--- src/rtl/fetch_pkg.sv ---
// Shared fetch constants, the buffered-entry type and the PC step helper.
// Used by pc_fetch_unit and fetch_buffer.
package fetch_pkg;

    localparam int XLEN       = 32;
    localparam int FIFO_DEPTH = 2;

    localparam logic [XLEN-1:0] RESET_PC_DEFAULT = 32'h0000_0000;
    localparam logic [XLEN-1:0] INSTR_STEP       = 32'd4;

    typedef struct packed {
        logic [XLEN-1:0] instr;
        logic [XLEN-1:0] pc;
    } fetch_entry_t;

    function automatic logic [XLEN-1:0] next_pc(input logic [XLEN-1:0] pc);
        return pc + INSTR_STEP;
    endfunction

endpackage

--- src/rtl/fetch_buffer.sv ---
// Two-entry FIFO of {instr, pc} fetch results.
// Push and pop may happen in the same cycle, even when full; flush wins over both.
module fetch_buffer
    import fetch_pkg::*;
(
    input  logic         i_clk,
    input  logic         i_rst,
    input  logic         i_flush,
    input  logic         i_push,
    input  logic         i_pop,
    input  fetch_entry_t i_wdata,
    output fetch_entry_t o_head,
    output logic         o_full,
    output logic         o_empty,
    output logic [1:0]   o_count
);

    fetch_entry_t r_mem [FIFO_DEPTH];
    logic         r_wr_ptr;
    logic         r_rd_ptr;
    logic [1:0]   r_count;
    logic         w_do_pop;
    logic         w_do_push;

    assign w_do_pop  = i_pop && (r_count != 2'd0);
    // A full buffer can still take a word when the head leaves in the same cycle.
    assign w_do_push = i_push && ((r_count != 2'(FIFO_DEPTH)) || w_do_pop);

    always_ff @(posedge i_clk or posedge i_rst) begin
        if (i_rst) begin
            for (int i = 0; i < FIFO_DEPTH; i++) begin
                r_mem[i] <= '0;
            end
            r_wr_ptr <= 1'b0;
            r_rd_ptr <= 1'b0;
            r_count  <= 2'd0;
        end else if (i_flush) begin
            r_wr_ptr <= 1'b0;
            r_rd_ptr <= 1'b0;
            r_count  <= 2'd0;
        end else begin
            if (w_do_push) begin
                r_mem[r_wr_ptr] <= i_wdata;
                r_wr_ptr        <= ~r_wr_ptr;
            end
            if (w_do_pop) begin
                r_rd_ptr <= ~r_rd_ptr;
            end
            r_count <= r_count + 2'(w_do_push) - 2'(w_do_pop);
        end
    end

    assign o_head  = r_mem[r_rd_ptr];
    assign o_full  = (r_count == 2'(FIFO_DEPTH));
    assign o_empty = (r_count == 2'd0);
    assign o_count = r_count;

endmodule

--- src/rtl/pc_fetch_unit.sv ---
// Instruction fetch: PC register, one-cycle-latency memory requests, 2-entry result buffer.
// Optional FETCH_ALIGN_CHECK_EN adds a sticky misalign flag for unaligned redirects.
module pc_fetch_unit
    import fetch_pkg::*;
#(
    parameter logic [XLEN-1:0] RESET_PC = RESET_PC_DEFAULT
) (
    input  logic            clock,
    input  logic            reset,
    output logic            imem_req,
    output logic [XLEN-1:0] imem_addr,
    input  logic [XLEN-1:0] imem_rdata,
    input  logic            redirect_valid,
    input  logic [XLEN-1:0] redirect_pc,
    output logic            out_valid,
    input  logic            out_ready,
    output logic [XLEN-1:0] out_instr,
    output logic [XLEN-1:0] out_pc,
    output logic [XLEN-1:0] out_pc_plus4
`ifdef FETCH_ALIGN_CHECK_EN
    ,
    output logic            misalign
`endif
);

    logic [XLEN-1:0] r_pc;
    logic [XLEN-1:0] r_pending_pc;
    logic            r_pending;

    fetch_entry_t    w_head;
    fetch_entry_t    w_wdata;
    logic            w_full;
    logic            w_empty;
    logic [1:0]      w_count;
    logic [2:0]      w_load;
    logic            w_pop;
    logic            w_push;
    logic            w_issue;
    logic            w_halt;
    logic [XLEN-1:0] w_redirect_target;

    assign out_valid = ~w_empty;
    assign w_pop     = out_valid & out_ready;
    // The word returning this cycle belongs to the old stream when a redirect arrives.
    assign w_push    = r_pending & ~redirect_valid;
    assign w_wdata   = '{instr: imem_rdata, pc: r_pending_pc};

    // Slots still claimed once this cycle's pop leaves; counting the pop keeps one word per cycle.
    assign w_load  = 3'(w_count) + 3'(r_pending) - 3'(w_pop);
    assign w_issue = ~reset & ~redirect_valid & ~w_halt
                   & (w_load < 3'd2) & (~w_full | w_pop);

    assign imem_req  = w_issue;
    assign imem_addr = r_pc;

    always_ff @(posedge clock or posedge reset) begin
        if (reset) begin
            r_pc         <= RESET_PC;
            r_pending    <= 1'b0;
            r_pending_pc <= '0;
        end else begin
            r_pending <= w_issue;
            if (w_issue) begin
                r_pending_pc <= r_pc;
            end
            if (redirect_valid) begin
                r_pc <= w_redirect_target;
            end else if (w_issue) begin
                r_pc <= next_pc(r_pc);
            end
        end
    end

`ifdef FETCH_ALIGN_CHECK_EN
    logic r_misalign;

    always_ff @(posedge clock or posedge reset) begin
        if (reset) begin
            r_misalign <= 1'b0;
        end else if (redirect_valid && (redirect_pc[1:0] != 2'b00)) begin
            r_misalign <= 1'b1;
        end
    end

    assign misalign          = r_misalign;
    assign w_halt            = r_misalign;
    assign w_redirect_target = redirect_pc;
`else
    localparam logic [XLEN-1:0] ALIGN_MASK = ~(INSTR_STEP - 32'd1);

    assign w_halt            = 1'b0;
    assign w_redirect_target = redirect_pc & ALIGN_MASK;
`endif

    fetch_buffer u_fetch_buffer (
        .i_clk   (clock),
        .i_rst   (reset),
        .i_flush (redirect_valid),
        .i_push  (w_push),
        .i_pop   (w_pop),
        .i_wdata (w_wdata),
        .o_head  (w_head),
        .o_full  (w_full),
        .o_empty (w_empty),
        .o_count (w_count)
    );

    // Outputs read as zero whenever nothing is presented, including throughout reset.
    assign out_instr    = out_valid ? w_head.instr       : '0;
    assign out_pc       = out_valid ? w_head.pc          : '0;
    assign out_pc_plus4 = out_valid ? next_pc(w_head.pc) : '0;

endmodule

--- config.mk ---
export PLATFORM = sky130hd
export DESIGN_NAME = pc_fetch_unit
export DESIGN_NICKNAME = d
export VERILOG_FILES = /design/src/rtl/fetch_pkg.sv /design/src/rtl/fetch_buffer.sv /design/src/rtl/pc_fetch_unit.sv
export SDC_FILE = /design/constraint.sdc
export NUM_CORES = 1
export LEC_CHECK = 0
export BUFFER_PORTS_ARGS = -buffer_cell sky130_fd_sc_hd__clkbuf_2
export CORE_AREA = 2 2 232 177
export DETAILED_ROUTE_END_ITERATION = 6
export DIE_AREA = 0 0 234 179
export PLACE_DENSITY = 0.39
export SLEW_MARGIN = 20
export SYNTH_ARGS = -nofsm -noshare
export SYNTH_HDL_FRONTEND = slang
export SYNTH_SLANG_ARGS = --single-unit
--- constraint.sdc ---
create_clock -name clock -period 12.56 [get_ports clock]
set_input_delay 0.628 -clock clock [delete_from_list [all_inputs] [get_ports clock]]
set_output_delay 0.628 -clock clock [all_outputs]
set_load 0.1 [all_outputs]
**Word-level counts from Yosys, hierarchy flattened**

Index checks and enable logic that the tools add are counted.

- Register bits: 197
- Output and inout bits: 130
- Input bits: 68
- Word-level logic and storage cells: 62

- Reduce and logical (&&, ||, !) cells: 10
- Equality and inequality tests: 2
- Mux-type cells: 16
- $add $sub $neg: 6
- Bitwise gates (word level): 14
- Order comparisons: 4

Operators by type and width:

| operator | number |
|---|---|
| $mux 64 | 4 |
| $mux 32 | 5 |
| $bwmux 128 | 1 |
| $add 32x3->32 const B | 2 |
| $demux 64 s1 | 1 |
| $reduce_bool 2->1 | 4 |
| $not 1->1 | 6 |
| $and 1x1->1 | 5 |
| $ge 2x2->1 const B | 2 |
| $mux 1 | 4 |
| $not 1->2 | 2 |
| $add 2x1->3 | 1 |
| $logic_and 1x1->1 | 3 |
| $lt 3x2->1 const B | 1 |
| $sub 3x1->3 | 1 |
| $add 2x1->2 | 1 |
| $eq 2x2->1 const B | 1 |
| $logic_not 2->1 | 1 |
| $lt 2x1->1 const B | 1 |
| $mux 2 | 1 |
| $ne 2x2->1 const B | 1 |
| $reduce_and 2->1 | 1 |
| $sub 2x1->2 | 1 |
| $logic_or 1x1->1 | 1 |
| $or 1x1->1 | 1 |

**Logic depth before layout (Yosys ltp)**

- Depth in word-level cells: 9
- Mapped depth: 13
- Gate-level depth less buffers: 12

**By module**

Synthesis repeated with hierarchy kept, for this count alone.

- Cell total of the unflattened synthesis: 932
- Area, all modules: 10445.0 um^2

Modules (own cells, without submodules):

| module | cells each | instances | sequential area each (um^2) | area each (um^2) |
|---|---|---|---|---|
| fetch_buffer | 366 | 1 | 3303.2 | 5983.2 |
| pc_fetch_unit | 566 | 1 | 1526.5 | 4461.8 |

**Least setup slack after synthesis**

OpenSTA, ideal clock, no wires.

- Kind: register to output
- Start: register u_fetch_buffer.r_rd_ptr
- End: output out_pc_plus4[20]
- Setup slack: 7.547 ns
- Cell stages (with the launch flop): 11
- Data arrival time: 4.385 ns
- Path through: dfrtp_1 -> buf_4 -> buf_2 -> buf_2 -> buf_2 -> mux2_2 -> ha_1 -> inv_1 -> a211oi_2 -> nand4_1 -> o31ai_1

- Word-level cells in the longest chain between the ends: 6

Ends and longest elaborated chain:

| item | line | RTL |
|---|---|---|
| start: declaration | fetch_buffer.sv:20 | `logic r_rd_ptr;` |
| start signal: assignment | fetch_buffer.sv:47 | `r_rd_ptr <= ~r_rd_ptr;` |
| $not 1->2 (not written as such) | fetch_buffer.sv:53 | `assign o_head = r_mem[r_rd_ptr];` |
| $mux 64 (not written as such) (3 in series) | fetch_buffer.sv:53 |  |
| $add 32x3->32 | fetch_pkg.sv:17 | `return pc + INSTR_STEP;` |
| $mux 32 | pc_fetch_unit.sv:111 | `assign out_pc_plus4 = out_valid ? next_pc(w_head.pc) : '0;` |
| end: declaration | pc_fetch_unit.sv:19 | `output logic [XLEN-1:0] out_pc_plus4` |

No other way between the ends. The select of a mux whose other input is x is not followed.

**Worst setup path in the final report**

- Start: register u_fetch_buffer.r_count[1], in the netlist u_fetch_buffer.o_count[1]
- End: output imem_req

- Word-level cells in the longest chain between the ends: 7
- Elaborated cells between the ends (all ways): 11
- Classes of those cells: 2 x add/sub; 1 x order compare; 1 x eq/ne; 6 x bitwise; 1 x reduce/logical

Ends and longest elaborated chain:

| item | line | RTL |
|---|---|---|
| start: declaration | fetch_buffer.sv:21 | `logic [1:0] r_count;` |
| start signal: assignment | fetch_buffer.sv:49 | `r_count <= r_count + 2'(w_do_push) - 2'(w_do_pop);` |
| branches (longest 6 deep; another with $add 2x1->3) | - |  |
| $and 1x1->1 (*) | pc_fetch_unit.sv:51 | `& (w_load < 3'd2) & (~w_full \| w_pop);` |
| end: declaration | pc_fetch_unit.sv:10 | `output logic imem_req,` |

Mark *: on every way between the ends.

==> impl_results.md <==
* Worst Path Arrival at 4.37 ns
* Largest area contributor in the synthesized netlist: dfrtp_1
* Crit Path Max Fanout at 54
* DR WL/cell at 17.49 um
* CTS Sinks at 189
* Num CTS Buffers at 17
* Vias in the first global route at 7013
* Final setup fails at 0
* Die height at 179 um
* Count leader, synth: dfrtp_1
* Worst setup path start: u_fetch_buffer.o_count[1]
* Count of final hold-check violations at 0
* Placed wire-length estimate at 20.10 mm
* Initial antenna violation count at 0
* Initial DRC Count at 459
* Overall Global Routing Usage at 0.1373
* Final period utilization at 0.3980
* Synth top cells by count: dfrtp_1, nand2_1, mux2_2, nor2_1, mux2i_1
* Met1 wire length at 16.35 mm
* DRT Pass-1 Iters at 5
* Crit path cell chain: nor2_4, nor2b_1, ha_1, inv_1, nand2_1, fa_1, nor2_1, o211ai_4, buf_4, inv_2, clkbuf_2
* CP Capture Type: primary output
* Vias per inst at 4.634
* YS warnings at 0
* Worst R2R Setup Slack at 7.99 ns
* Grt total ovfl at 0
* Fmax at 200.1 MHz
* Skew final at 0.008415 ns
* Synth top area share at 0.4852
* Crit path launch type: flip-flop
* Pins Over Slew Limit at 0
* Post-CTS setup buffers at 0
* Crit-path max cell delay at 0.69 ns
* Starting density of the core at 0.2440
* Slowest cell on crit path: inv_2
* Max clock buf depth at 2
* Status: finished, final reports clean
* Row cnt at 64
* I/O pin count at 198
* Setup TNS at 0 ns
* WS Path Type: reg -> out
* CTS clk-pin slew, worst paths at 0.07 ns
* Layout cell share with drive strength beyond 1 at 0.3339
* DR WL met3 at 1.249 mm
* Via count at 7595
* Port bufs at 189
* Share of async-settable or async-resettable flops after synthesis at 1.000
* Drt total wl at 28.67 mm
* Maxcap violations at 0
* Clock H-tree levels at 4
* Yosys cell types at 56
* Fillers at 4253
* Die Area at 41890 sq um
* Slew headroom at 0.3164
* Worst-Skew Late Latency at 0.44 ns
* Largest net degree at the start of global routing at 124
* Fin nets at 1174
* Core area at 39960 sq um
* Final ANT Viol Nets at 0
* Cells after Synth at 937
* Final worst path period need at 4.999 ns
* Syn avg cell area at 10.40 sq um
* Top_reg_cell synth: dfrtp_1
* Root Driver: clkbuf_16
* Area contributors post-synth: dfrtp_1, mux2_2, mux2i_1, nand2_1, nor2_1
* PostCTS Resize Cnt at 0
* Worst R2R End: imem_addr[7]
* Reg2reg path depth at 13
* Number of antenna diodes at 0
* Number of flops mapped to enable cells by yosys at 0
* First-pass GRT wire length at 43.77 mm
* Slew @ Worst Pin at 1.025 ns
* Sequential fraction of the synthesis area at 0.4852
* Top Metal Used: met4
* Area of the mapped netlist at 9748 sq um
* Synth-to-Final Area Change at 20.92%
* CTS tree: done
* Worst path required time at 11.93 ns
* #FFs+latches synth at 189
* Chip Width at 234 um
* Global placer's final weighted congestion at 0.7477
* CTS Hold Buffers Added at 0
* DR WL met2 at 10.85 mm
* DR DRC count at 0
* Hold Crit Class: in -> async
* Worst r2r src: u_fetch_buffer.o_count[1]
* Unrepaired setup endpoints after global routing: false
[cells in the final DEF (no fill, tap or decap), types with 3 or more instances in the layout]
cell type | synthesis | layout
clkbuf_16 | 0 | 17
nand2_1 | 137 | 136
nand3b_1 | 12 | 12
nor2b_1 | 14 | 14
dfrtp_1 | 189 | 188
or4_1 | 5 | 5
clkbuf_2 | 1 | 189
nor2_1 | 88 | 86
a31oi_1 | 5 | 5
o21bai_1 | 3 | 3
mux2_2 | 131 | 131
and3_1 | 6 | 6
ha_1 | 5 | 5
a32oi_1 | 3 | 3
xnor2_1 | 14 | 14
nand4b_1 | 4 | 4
or3_1 | 6 | 6
clkinv_4 | 0 | 3
a21oi_1 | 13 | 13
nand3_1 | 45 | 45
conb_1 | 1 | 6
inv_6 | 0 | 4
a22oi_1 | 11 | 11
o311ai_0 | 6 | 6
buf_4 | 10 | 7
nand4_1 | 16 | 16
nor3_1 | 10 | 9
bufinv_16 | 0 | 3
inv_1 | 11 | 10
o211ai_1 | 6 | 6
o31ai_1 | 8 | 8
o21ai_0 | 32 | 32
mux2i_1 | 60 | 60
nor4_1 | 5 | 5
xor2_1 | 4 | 4
[worst max-delay path: cells and delay by family, from the launching register on]
kind | cells | cell delay (ns)
flip-flops | 1 | 0.48
buffers and inverters | 4 | 1.64
adder cells (fa/ha/maj) | 2 | 0.69
AND/OR/NAND/NOR | 4 | 0.97
AO/OA/AOI/OAI | 1 | 0.08
[through the flow]
stage | setup WS [ns] | area, sq um | cells | hold slack, ns | utilization
2_1_floorplan | 6.790 | 9767 | 942 | 0.4583 | -
3_5_place_dp | 7.951 | 11200 | 1609 | 0.4937 | 0.2802
3_3_place_gp | 7.626 | 11190 | 1609 | 0.4863 | 0.2801
6_report | 7.561 | 11790 | 1639 | 0.3749 | 0.2950
5_1_grt | 7.292 | 11790 | 1639 | 0.3769 | 0.2950
4_1_cts | 7.508 | 11790 | 1639 | 0.3677 | 0.2950
[worst max path at each step]
stage,endpoint,slack (ns),depth (start not counted)
detailed placement,imem_addr[12],7.95,13
CTS,imem_req,7.51,11
finish,imem_req,7.56,11
global route,imem_req,7.29,11
floorplan,imem_addr[10],6.79,1
global placement,imem_addr[7],7.63,13
[final cells by class]
cell class	instances	area, sq um	area share
well taps	528	660.6	0.05604
multi-input cells	683	4747	0.4027
flip-flops and latches	189	4733	0.4015
clock inverters	11	158.9	0.01348
clock buffers	19	432.9	0.03673
inverters	13	56.30	0.004777
repair buffers	196	998.5	0.08470
[state kept, by name, indices dropped and copies added, names as in the netlist]
signal,count
u_fetch_buffer.r_rd_ptr,1
r_pending_pc,30
u_fetch_buffer.o_count,2
imem_addr,30
r_pending,1
u_fetch_buffer.r_mem,124
u_fetch_buffer.r_wr_ptr,1
[kinds of logic after synthesis]
kind of cell / after synthesis / share of synthesized area
and+or+nand+nor: 362 / 0.1753
DFF: 189 / 0.4852
muxes: 191 / 0.2129
AOI/OAI and AO/OA: 100 / 0.06854
adders and majority gates: 6 / 0.008471
xor gates and xnor gates: 18 / 0.01617
other: 1 / 0.0003847
buffers and inverters: 70 / 0.03299
[metal layers]
| metal | up-vias | GRT usage |
|---|---|---|
| met4 | 0 | 0.03006 |
| met3 | 10 | 0.02624 |
| li1 | 3624 | - |
| met2 | 154 | 0.1695 |
| met1 | 3807 | 0.2322 |
| met5 | - | 0 |
Power is not shown: default switching activity piles up to over one toggle a cycle in this logic, so the estimate is an artifact.
